**src/rtl/csla_pkg.sv**
```systemverilog
// Shared definitions for the csla_64 self-test controller: FSM states,
// directed vector table, LFSR feedback polynomial and the "no failure" index.
package csla_pkg;

  typedef enum logic [2:0] {
    IDLE     = 3'd0,
    DIRECTED = 3'd1,
    RANDOM   = 3'd2,
    CHECK    = 3'd3,
    DONE     = 3'd4
  } state_t;

  typedef struct packed {
    logic [63:0] a;
    logic [63:0] b;
    logic        cin;
  } vec_t;

  localparam logic [15:0] NONE_IDX          = 16'hFFFF;
  localparam logic [15:0] LAST_DIRECTED_IDX = 16'd7;
  localparam int          NUM_DIRECTED      = 8;

  // x^64 + x^63 + x^61 + x^60 + 1, right-shifting Galois form
  localparam logic [63:0] LFSR_TAPS = 64'hD800_0000_0000_0000;

  // One Galois LFSR step: shift right, fold the taps back in when bit 0 falls out
  function automatic logic [63:0] lfsr_next(input logic [63:0] cur);
    logic [63:0] nxt;
    nxt = {1'b0, cur[63:1]};
    if (cur[0]) begin
      nxt = nxt ^ LFSR_TAPS;
    end else begin
      nxt = nxt;
    end
    return nxt;
  endfunction

  // Directed vector table: hand-picked carry-chain corner cases
  function automatic vec_t directed_vec(input logic [2:0] idx);
    vec_t v;
    case (idx)
      3'd0:    v = '{a: 64'd0,          b: 64'd0,              cin: 1'b0};
      3'd1:    v = '{a: 64'd2,          b: 64'd2,              cin: 1'b1};
      3'd2:    v = '{a: 64'd2,          b: 64'd4,              cin: 1'b1};
      3'd3:    v = '{a: 64'd100,        b: 64'd0,              cin: 1'b0};
      3'd4:    v = '{a: 64'd1234567890, b: 64'd11111111111111, cin: 1'b1};
      3'd5:    v = '{a: 64'd1234567890, b: 64'd111123452,      cin: 1'b1};
      3'd6:    v = '{a: 64'hFFFF_FFFF_FFFF_FFFF, b: 64'd0,     cin: 1'b1};
      3'd7:    v = '{a: 64'hFFFF_FFFF_FFFF_FFFF, b: 64'hFFFF_FFFF_FFFF_FFFF, cin: 1'b1};
      default: v = '{a: 64'd0,          b: 64'd0,              cin: 1'b0};
    endcase
    return v;
  endfunction

endpackage

```
**src/rtl/csla_64_bist_lfsr64.sv**
```systemverilog
// 64-bit Galois LFSR with seed reload; used for the pseudo-random operands.
module lfsr64
  import csla_pkg::*;
(
  input  logic        clk,
  input  logic        rst,
  input  logic        load,
  input  logic [63:0] seed,
  input  logic        step,
  output logic [63:0] q
);

  // Seed on reset or load, otherwise advance one step per request
  always_ff @(posedge clk) begin
    if (rst) begin
      q <= seed;
    end else if (load) begin
      q <= seed;
    end else if (step) begin
      q <= lfsr_next(q);
    end else begin
      q <= q;
    end
  end

endmodule

```
**src/rtl/csla_64_bist.sv**
```systemverilog
// Self-test controller for csla_64: drives directed then pseudo-random
// vectors into the adder, checks {cout,sum} against a behavioural adder and
// records the number of mismatches and the index of the first one.
module csla_64_bist
  import csla_pkg::*;
#(
  parameter int          WIDTH      = 64,
  parameter int          NUM_RANDOM = 256,
  parameter logic [63:0] SEED_A     = 64'hACE1_2468_1357_BDF0,
  parameter logic [63:0] SEED_B     = 64'h0F1E_2D3C_4B5A_6978
) (
  input  logic             clk,
  input  logic             rst,
  input  logic             start,
  output logic [WIDTH-1:0] dut_a,
  output logic [WIDTH-1:0] dut_b,
  output logic             dut_cin,
  input  logic [WIDTH-1:0] dut_sum,
  input  logic             dut_cout,
  output logic             busy,
  output logic             done,
  output logic             pass,
  output logic [15:0]      err_count,
  output logic [15:0]      first_fail_idx
);

  localparam logic [15:0] LAST_IDX = 16'(NUM_DIRECTED + NUM_RANDOM - 1);

  state_t         state;
  logic [15:0]    idx;
  logic [15:0]    cmp_idx;
  logic           cmp_valid;
  logic           start_ok;
  logic           lfsr_step;
  logic [63:0]    lfsr_a_q;
  logic [63:0]    lfsr_b_q;
  vec_t           dir_vec;
  logic [WIDTH:0] golden;
  logic [WIDTH:0] observed;
  logic           mismatch;

  // A run may only be launched from an idle or finished controller
  assign start_ok  = start && ((state == IDLE) || (state == DONE));
  assign lfsr_step = (state == RANDOM);
  assign dir_vec   = directed_vec(idx[2:0]);

  // Golden model works on the held operand registers, one bit wider than the adder
  assign golden   = {1'b0, dut_a} + {1'b0, dut_b} + {{WIDTH{1'b0}}, dut_cin};
  assign observed = {dut_cout, dut_sum};
  assign mismatch = cmp_valid && (observed != golden);

  lfsr64 u_lfsr_a (
    .clk  (clk),
    .rst  (rst),
    .load (start_ok),
    .seed (SEED_A),
    .step (lfsr_step),
    .q    (lfsr_a_q)
  );

  lfsr64 u_lfsr_b (
    .clk  (clk),
    .rst  (rst),
    .load (start_ok),
    .seed (SEED_B),
    .step (lfsr_step),
    .q    (lfsr_b_q)
  );

  // Controller FSM: vector sequencing, one compare per applied vector, status registers
  always_ff @(posedge clk) begin
    if (rst) begin
      state          <= IDLE;
      idx            <= 16'd0;
      cmp_idx        <= 16'd0;
      cmp_valid      <= 1'b0;
      dut_a          <= {WIDTH{1'b0}};
      dut_b          <= {WIDTH{1'b0}};
      dut_cin        <= 1'b0;
      busy           <= 1'b0;
      done           <= 1'b0;
      pass           <= 1'b0;
      err_count      <= 16'd0;
      first_fail_idx <= NONE_IDX;
    end else begin
      // Vector applied on the previous edge is checked now
      if (mismatch) begin
        if (err_count != 16'hFFFF) begin
          err_count <= err_count + 16'd1;
        end
        if (first_fail_idx == NONE_IDX) begin
          first_fail_idx <= cmp_idx;
        end
      end

      case (state)
        IDLE, DONE: begin
          if (start) begin
            state          <= DIRECTED;
            idx            <= 16'd0;
            cmp_valid      <= 1'b0;
            done           <= 1'b0;
            pass           <= 1'b0;
            err_count      <= 16'd0;
            first_fail_idx <= NONE_IDX;
          end
        end
        DIRECTED: begin
          dut_a     <= WIDTH'(dir_vec.a);
          dut_b     <= WIDTH'(dir_vec.b);
          dut_cin   <= dir_vec.cin;
          cmp_valid <= 1'b1;
          cmp_idx   <= idx;
          busy      <= 1'b1;
          idx       <= idx + 16'd1;
          if (idx == LAST_DIRECTED_IDX) begin
            state <= (NUM_RANDOM == 0) ? CHECK : RANDOM;
          end
        end
        RANDOM: begin
          dut_a     <= WIDTH'(lfsr_a_q);
          dut_b     <= WIDTH'(lfsr_b_q);
          dut_cin   <= lfsr_a_q[0] ^ lfsr_b_q[63];
          cmp_valid <= 1'b1;
          cmp_idx   <= idx;
          busy      <= 1'b1;
          idx       <= idx + 16'd1;
          if (idx == LAST_IDX) begin
            state <= CHECK;
          end
        end
        CHECK: begin
          // First CHECK edge compares the last vector; the next one publishes the result
          if (cmp_valid) begin
            cmp_valid <= 1'b0;
          end else begin
            state <= DONE;
            busy  <= 1'b0;
            done  <= 1'b1;
            pass  <= (err_count == 16'd0);
          end
        end
        default: begin
          state <= IDLE;
        end
      endcase
    end
  end

endmodule

```
**config.mk**
```make
export PLATFORM = sky130hd
export DESIGN_NAME = csla_64_bist
export DESIGN_NICKNAME = d
export VERILOG_FILES = /design/src/rtl/csla_pkg.sv /design/src/rtl/csla_64_bist_lfsr64.sv /design/src/rtl/csla_64_bist.sv
export SDC_FILE = /design/constraint.sdc
export NUM_CORES = 1
export LEC_CHECK = 0
export BUFFER_PORTS_ARGS = -buffer_cell sky130_fd_sc_hd__buf_2
export CORE_MARGIN = 8
export CORE_UTILIZATION = 59
export CTS_CLUSTER_DIAMETER = 200
export CTS_CLUSTER_SIZE = 24
export DETAILED_ROUTE_END_ITERATION = 12
export GPL_TIMING_DRIVEN = 0
export PLACE_DENSITY = 0.81
export REMOVE_ABC_BUFFERS = 1
export SETUP_SLACK_MARGIN = 0.5
export SYNTH_ARGS = -nofsm -noshare
export SYNTH_HDL_FRONTEND = slang
export SYNTH_SLANG_ARGS = --single-unit
```
**constraint.sdc**
```tcl
create_clock -name clk -period 4.5 [get_ports clk]
set_input_delay 0.225 -clock clk [delete_from_list [all_inputs] [get_ports clk]]
set_output_delay 0.225 -clock clk [all_outputs]
set_load 0.005 [all_outputs]
```
==> impl_metrics.csv <==
group,metric,value,unit
floorplan,die_y,194,µm
synth,synth-edff-count,0,
drt,remaining_drc_errors,0,
sta,fin_setup_tns,-0.950,ns
drt,dr_total_vias,19900,
power_and_ir_drop,internal_power,3.96,mW
floorplan,fp.dieArea,37700,µm²
final_layout,final_common_cell,"sky130_fd_sc_hd__dfxtp_1",
drt,via_per_inst,6.69,
power_and_ir_drop,power_switching,1.37,mW
setup_path,timing.reg2reg.worst_path_depth,18,
setup_path,worst-setup-path-type,"reg -> reg",
power_and_ir_drop,power-per-cell-area,249,nW/µm²
placement,inst_count_dp,2924,
sta,layout_min_cycle_time,4.64,ns
setup_path,cp_max_fo,4,
floorplan,core-area,31400,µm²
sta,timing.final.setup_violations,18,
synth,ys_async_sr_fraction,0,
grt,grt_start_max_net_pins,96,
min_path,hold_crit_endpoint,"state[1]$_SDFFE_PP0P_",
power_and_ir_drop,vdd.ir_drop.worst,0.284,mV
synth,synth_cell_types,99,
power_and_ir_drop,p_sw_frac,0.258,
final_layout,instances_no_fill,2981,
sta,relative_max_transition_margin,0.147,
synth,netlist_instances,2443,
floorplan,initial_standard_cell_utilization_of_the_core,0.596,
cts,clock_sinks,339,
power_and_ir_drop,pwr-share-comb,0.096,
placement,post_dp_cell_area,20000,µm²
cts,cts_hold_buffers,0,
sta,worst_slack,-0.139,ns
synth,postSynthRegisterBits,339,
placement,hpwlAfterDp,52.2,mm
drt,routed_wire_length_per_instance,23.9,µm
grt,vias_in_the_first_global_route,18900,
cts,ctsLongestPathBuffers,3,
floorplan,io-pin-count,232,
cts,clk_latency,0.55,ns
synth,synthesis.area_per_instance,7.66,µm²
synth,syn-cell-area,18700,µm²
grt,grt_overflow,0,
cts,ctsHtreeMaxLevel,1,
sta,fmaxAchievable,216,MHz
floorplan,std_cell_rows,65,
setup_path,setup_slack_on_the_worst_flop_to_flop_path,-0.14,ns
final_layout,area_growth_syn_to_layout,14.6,%
status,failed_checks,"setup timing",
min_path,hold-path-cell-count,4,
setup_path,crit_arrival,5.08,ns
power_and_ir_drop,p_leak,8.32,nW
sta,fin_crit_sh,1.03,
run,max_cap_violations,0,
sta,finalHoldViolations,0,
final_layout,layout.cells.most_common_list,"sky130_fd_sc_hd__dfxtp_1 (335), sky130_fd_sc_hd__nor2_1 (322), sky130_fd_sc_hd__nand2_1 (305)",
drt,dr.pass1.iters,6,
power_and_ir_drop,report.power.total,5.34,mW
final_layout,layout-drive-gt1-share,0.177,
cts,clock-root-buffer,"sky130_fd_sc_hd__clkbuf_16",
final_layout,post-route-cell-area,21400,µm²
grt,grt_antenna_before_repair,7,
cts,numCtsBuffers,18,
sta,report.final.slew_viol_count,0,
min_path,min-delay-start,"start",
synth,synth_flop_cell,"sky130_fd_sc_hd__dfxtp_1",
cts,clk_pin_slew_worst_paths,0.10,ns
placement,portBuffers,231,
drt,number_of_drc_markers_after_the_initial_detailed_route_iteration,2148,
setup_path,worst-endpoint-required,4.94,ns
synth,yosys_warnings,0,
power_and_ir_drop,pwr-share-seq,0.570,
sta,grt_setup_unrepaired,"yes",
setup_path,worst_r2r_startpoint,"dut_b[0]$_SDFFE_PP0N_",
synth,synth-seq-area-share,0.363,
sta,fin_worst_skew,0.0393,ns
final_layout,fillers,2598,
min_path,timing.hold.worst.class,"in -> reg",
placement,gpl.final_weighted_congestion,1.00,
floorplan,die_w,194,µm
drt,drt-total-wl,71.1,mm
final_layout,finalNetCount,2715,
sta,hold_slack,0.0860,ns
grt,grt_first_pass_wirelength,108,mm
drt,detail-route-antenna-nets,0,
cts,tritoncts,"yes",
setup_path,end_kind,"flip-flop",
status,run_status,"finished with violations",
grt,grt_util_all_layers,0.352,
setup_path,r2r-end,"err_count[13]$_SDFF_PP0_",
power_and_ir_drop,clock_group_share_of_total_power,0.334,
setup_path,start_kind,"flip-flop",
sta,max_slew.worst_pin.slew,1.27,ns
## routing by layer
metal | GRT usage | part of all wire | wire (µm) | vias up
met5 | 0 | 0.00052 | 37 | -
met2 | 0.580 | 0.46 | 32900 | 1142
met4 | 0.122 | 0.038 | 2710 | 6
li1 | - | - | - | 9072
met1 | 0.457 | 0.40 | 28600 | 9526
met3 | 0.0659 | 0.097 | 6900 | 195
## flip-flops by register name, indices dropped and copies added, names as in the netlist, 3 cells and up
register and cells:
u_lfsr_a.q 64, dut_a 64, first_fail_idx 16, dir_vec 11, u_lfsr_b.q 64, idx 16
err_count 16, cmp_idx 16, state 3, dut_b 64
## critical path, stage by stage, from the launching register on
cell and delay, ns:
sky130_fd_sc_hd__dfxtp_2 0.35, sky130_fd_sc_hd__inv_2 0.06, sky130_fd_sc_hd__fa_2 0.23, sky130_fd_sc_hd__inv_2 0.04
sky130_fd_sc_hd__fa_2 0.38, sky130_fd_sc_hd__a211oi_4 0.33, sky130_fd_sc_hd__nor4_2 0.09, sky130_fd_sc_hd__a211oi_2 0.17
sky130_fd_sc_hd__buf_4 0.17, sky130_fd_sc_hd__o211ai_1 0.08, sky130_fd_sc_hd__buf_4 0.18, sky130_fd_sc_hd__a311oi_4 0.24
sky130_fd_sc_hd__o221ai_2 0.18, sky130_fd_sc_hd__nor4_2 0.37, sky130_fd_sc_hd__o2111ai_2 0.23, sky130_fd_sc_hd__or3_4 0.42
sky130_fd_sc_hd__o41a_1 0.58, sky130_fd_sc_hd__a41o_1 0.30, sky130_fd_sc_hd__o311a_4 0.13
## cells by family after synthesis
family                     count (synthesis)  synth area share
muxes                                     14           0.00769
adders and majority gates                 72            0.0490
AOI/OAI and AO/OA                        687             0.238
xor gates and xnor gates                  95            0.0445
and+or+nand+nor                         1025             0.252
DFF                                      339             0.363
buffers and inverters                    211            0.0462
## worst max-delay path by stage
| stage | startpoint | end | slack, ns | depth (start not counted) |
|---|---|---|---|---|
| final | dut_b[0]$_SDFFE_PP0N_ | err_count[13]$_SDFF_PP0_ | -0.14 | 18 |
| after global routing | dut_a[0]$_SDFFE_PP0N_ | err_count[13]$_SDFF_PP0_ | -0.25 | 18 |
| after CTS | dut_cin$_SDFFE_PP0N_ | err_count[15]$_SDFF_PP0_ | -0.06 | 16 |
| after detailed placement | dut_a[0]$_SDFFE_PP0N_ | err_count[14]$_SDFF_PP0_ | -1.23 | 17 |
| after global placement | state[0]$_SDFFE_PP0P_ | u_lfsr_a.q[30]$_SDFFE_PP0N_ | -9.93 | 4 |
| after floorplan | state[0]$_SDFFE_PP0P_ | u_lfsr_a.q[0]$_SDFFE_PP0N_ | -4.58 | 4 |
## power groups by stage
stage	Clock [mW]	Sequential, mW	Combinational, mW
3_3_place_gp	0	3.11	0.415
5_1_grt	1.87	3.04	0.541
2_1_floorplan	0	3.11	0.227
6_report	1.78	3.04	0.514
3_5_place_dp	0	3.11	0.438
4_1_cts	1.78	3.04	0.493
## what timing repair did
action / 4_1_cts / 5_1_grt
pin swaps: 46 / 24
setup buffers: 23 / 6
endpoints found under the setup margin: 32 / 32
cloned: 4 / 0
gates resized for setup: 94 / 56
## cell usage after synthesis, types with 6 or more instances
master | number | share of area
sky130_fd_sc_hd__or3_1 | 10 | 0.0033
sky130_fd_sc_hd__nand2_1 | 306 | 0.061
sky130_fd_sc_hd__nor2_1 | 326 | 0.065
sky130_fd_sc_hd__or4_2 | 7 | 0.0033
sky130_fd_sc_hd__and4_1 | 6 | 0.0028
sky130_fd_sc_hd__o211ai_1 | 19 | 0.0076
sky130_fd_sc_hd__and3_1 | 10 | 0.0033
sky130_fd_sc_hd__nor3_1 | 160 | 0.043
sky130_fd_sc_hd__nor2b_1 | 7 | 0.0023
sky130_fd_sc_hd__and2_1 | 13 | 0.0043
sky130_fd_sc_hd__nor4_1 | 17 | 0.0057
sky130_fd_sc_hd__a31oi_1 | 7 | 0.0023
sky130_fd_sc_hd__o21ai_1 | 32 | 0.0086
sky130_fd_sc_hd__dfxtp_1 | 339 | 0.36
sky130_fd_sc_hd__a311oi_1 | 9 | 0.0042
sky130_fd_sc_hd__o21a_1 | 18 | 0.0072
sky130_fd_sc_hd__o2111ai_1 | 7 | 0.0033
sky130_fd_sc_hd__a21o_1 | 14 | 0.0056
sky130_fd_sc_hd__o221ai_1 | 8 | 0.0037
sky130_fd_sc_hd__inv_1 | 44 | 0.0088
sky130_fd_sc_hd__nand2b_1 | 13 | 0.0043
sky130_fd_sc_hd__mux2i_1 | 11 | 0.0059
sky130_fd_sc_hd__clkbuf_1 | 131 | 0.026
sky130_fd_sc_hd__buf_2 | 26 | 0.0070
sky130_fd_sc_hd__xor2_1 | 44 | 0.021
sky130_fd_sc_hd__or4_1 | 6 | 0.0024
sky130_fd_sc_hd__ha_1 | 70 | 0.047
sky130_fd_sc_hd__a21oi_1 | 201 | 0.054
sky130_fd_sc_hd__xnor2_1 | 51 | 0.024
sky130_fd_sc_hd__o21ai_0 | 136 | 0.036
sky130_fd_sc_hd__a221oi_1 | 10 | 0.0047
sky130_fd_sc_hd__a21oi_2 | 8 | 0.0037
sky130_fd_sc_hd__nand3_1 | 47 | 0.013
sky130_fd_sc_hd__nand4_1 | 59 | 0.020
sky130_fd_sc_hd__o31ai_1 | 15 | 0.0060
sky130_fd_sc_hd__a211oi_1 | 135 | 0.054
## layout make-up
type	count	area (µm²)	share of cell area
clock inverters	1	30.0	0.00140
flip-flops and latches	339	6790	0.317
multi-input cells	1893	11600	0.542
clock buffers	19	475	0.0222
repair buffers	279	1830	0.0855
well taps	402	503	0.0235
diodes	4	10.0	0.000467
inverters	44	165	0.00771
## per-stage QoR
stage	utilization	setup slack, ns
after global placement	0.627	-9.93
after CTS	0.674	-0.0585
final	0.683	-0.139
after detailed placement	0.637	-1.23
after global routing	0.683	-0.248
after floorplan	-	-4.58
Power figures use the tool's default switching activity.
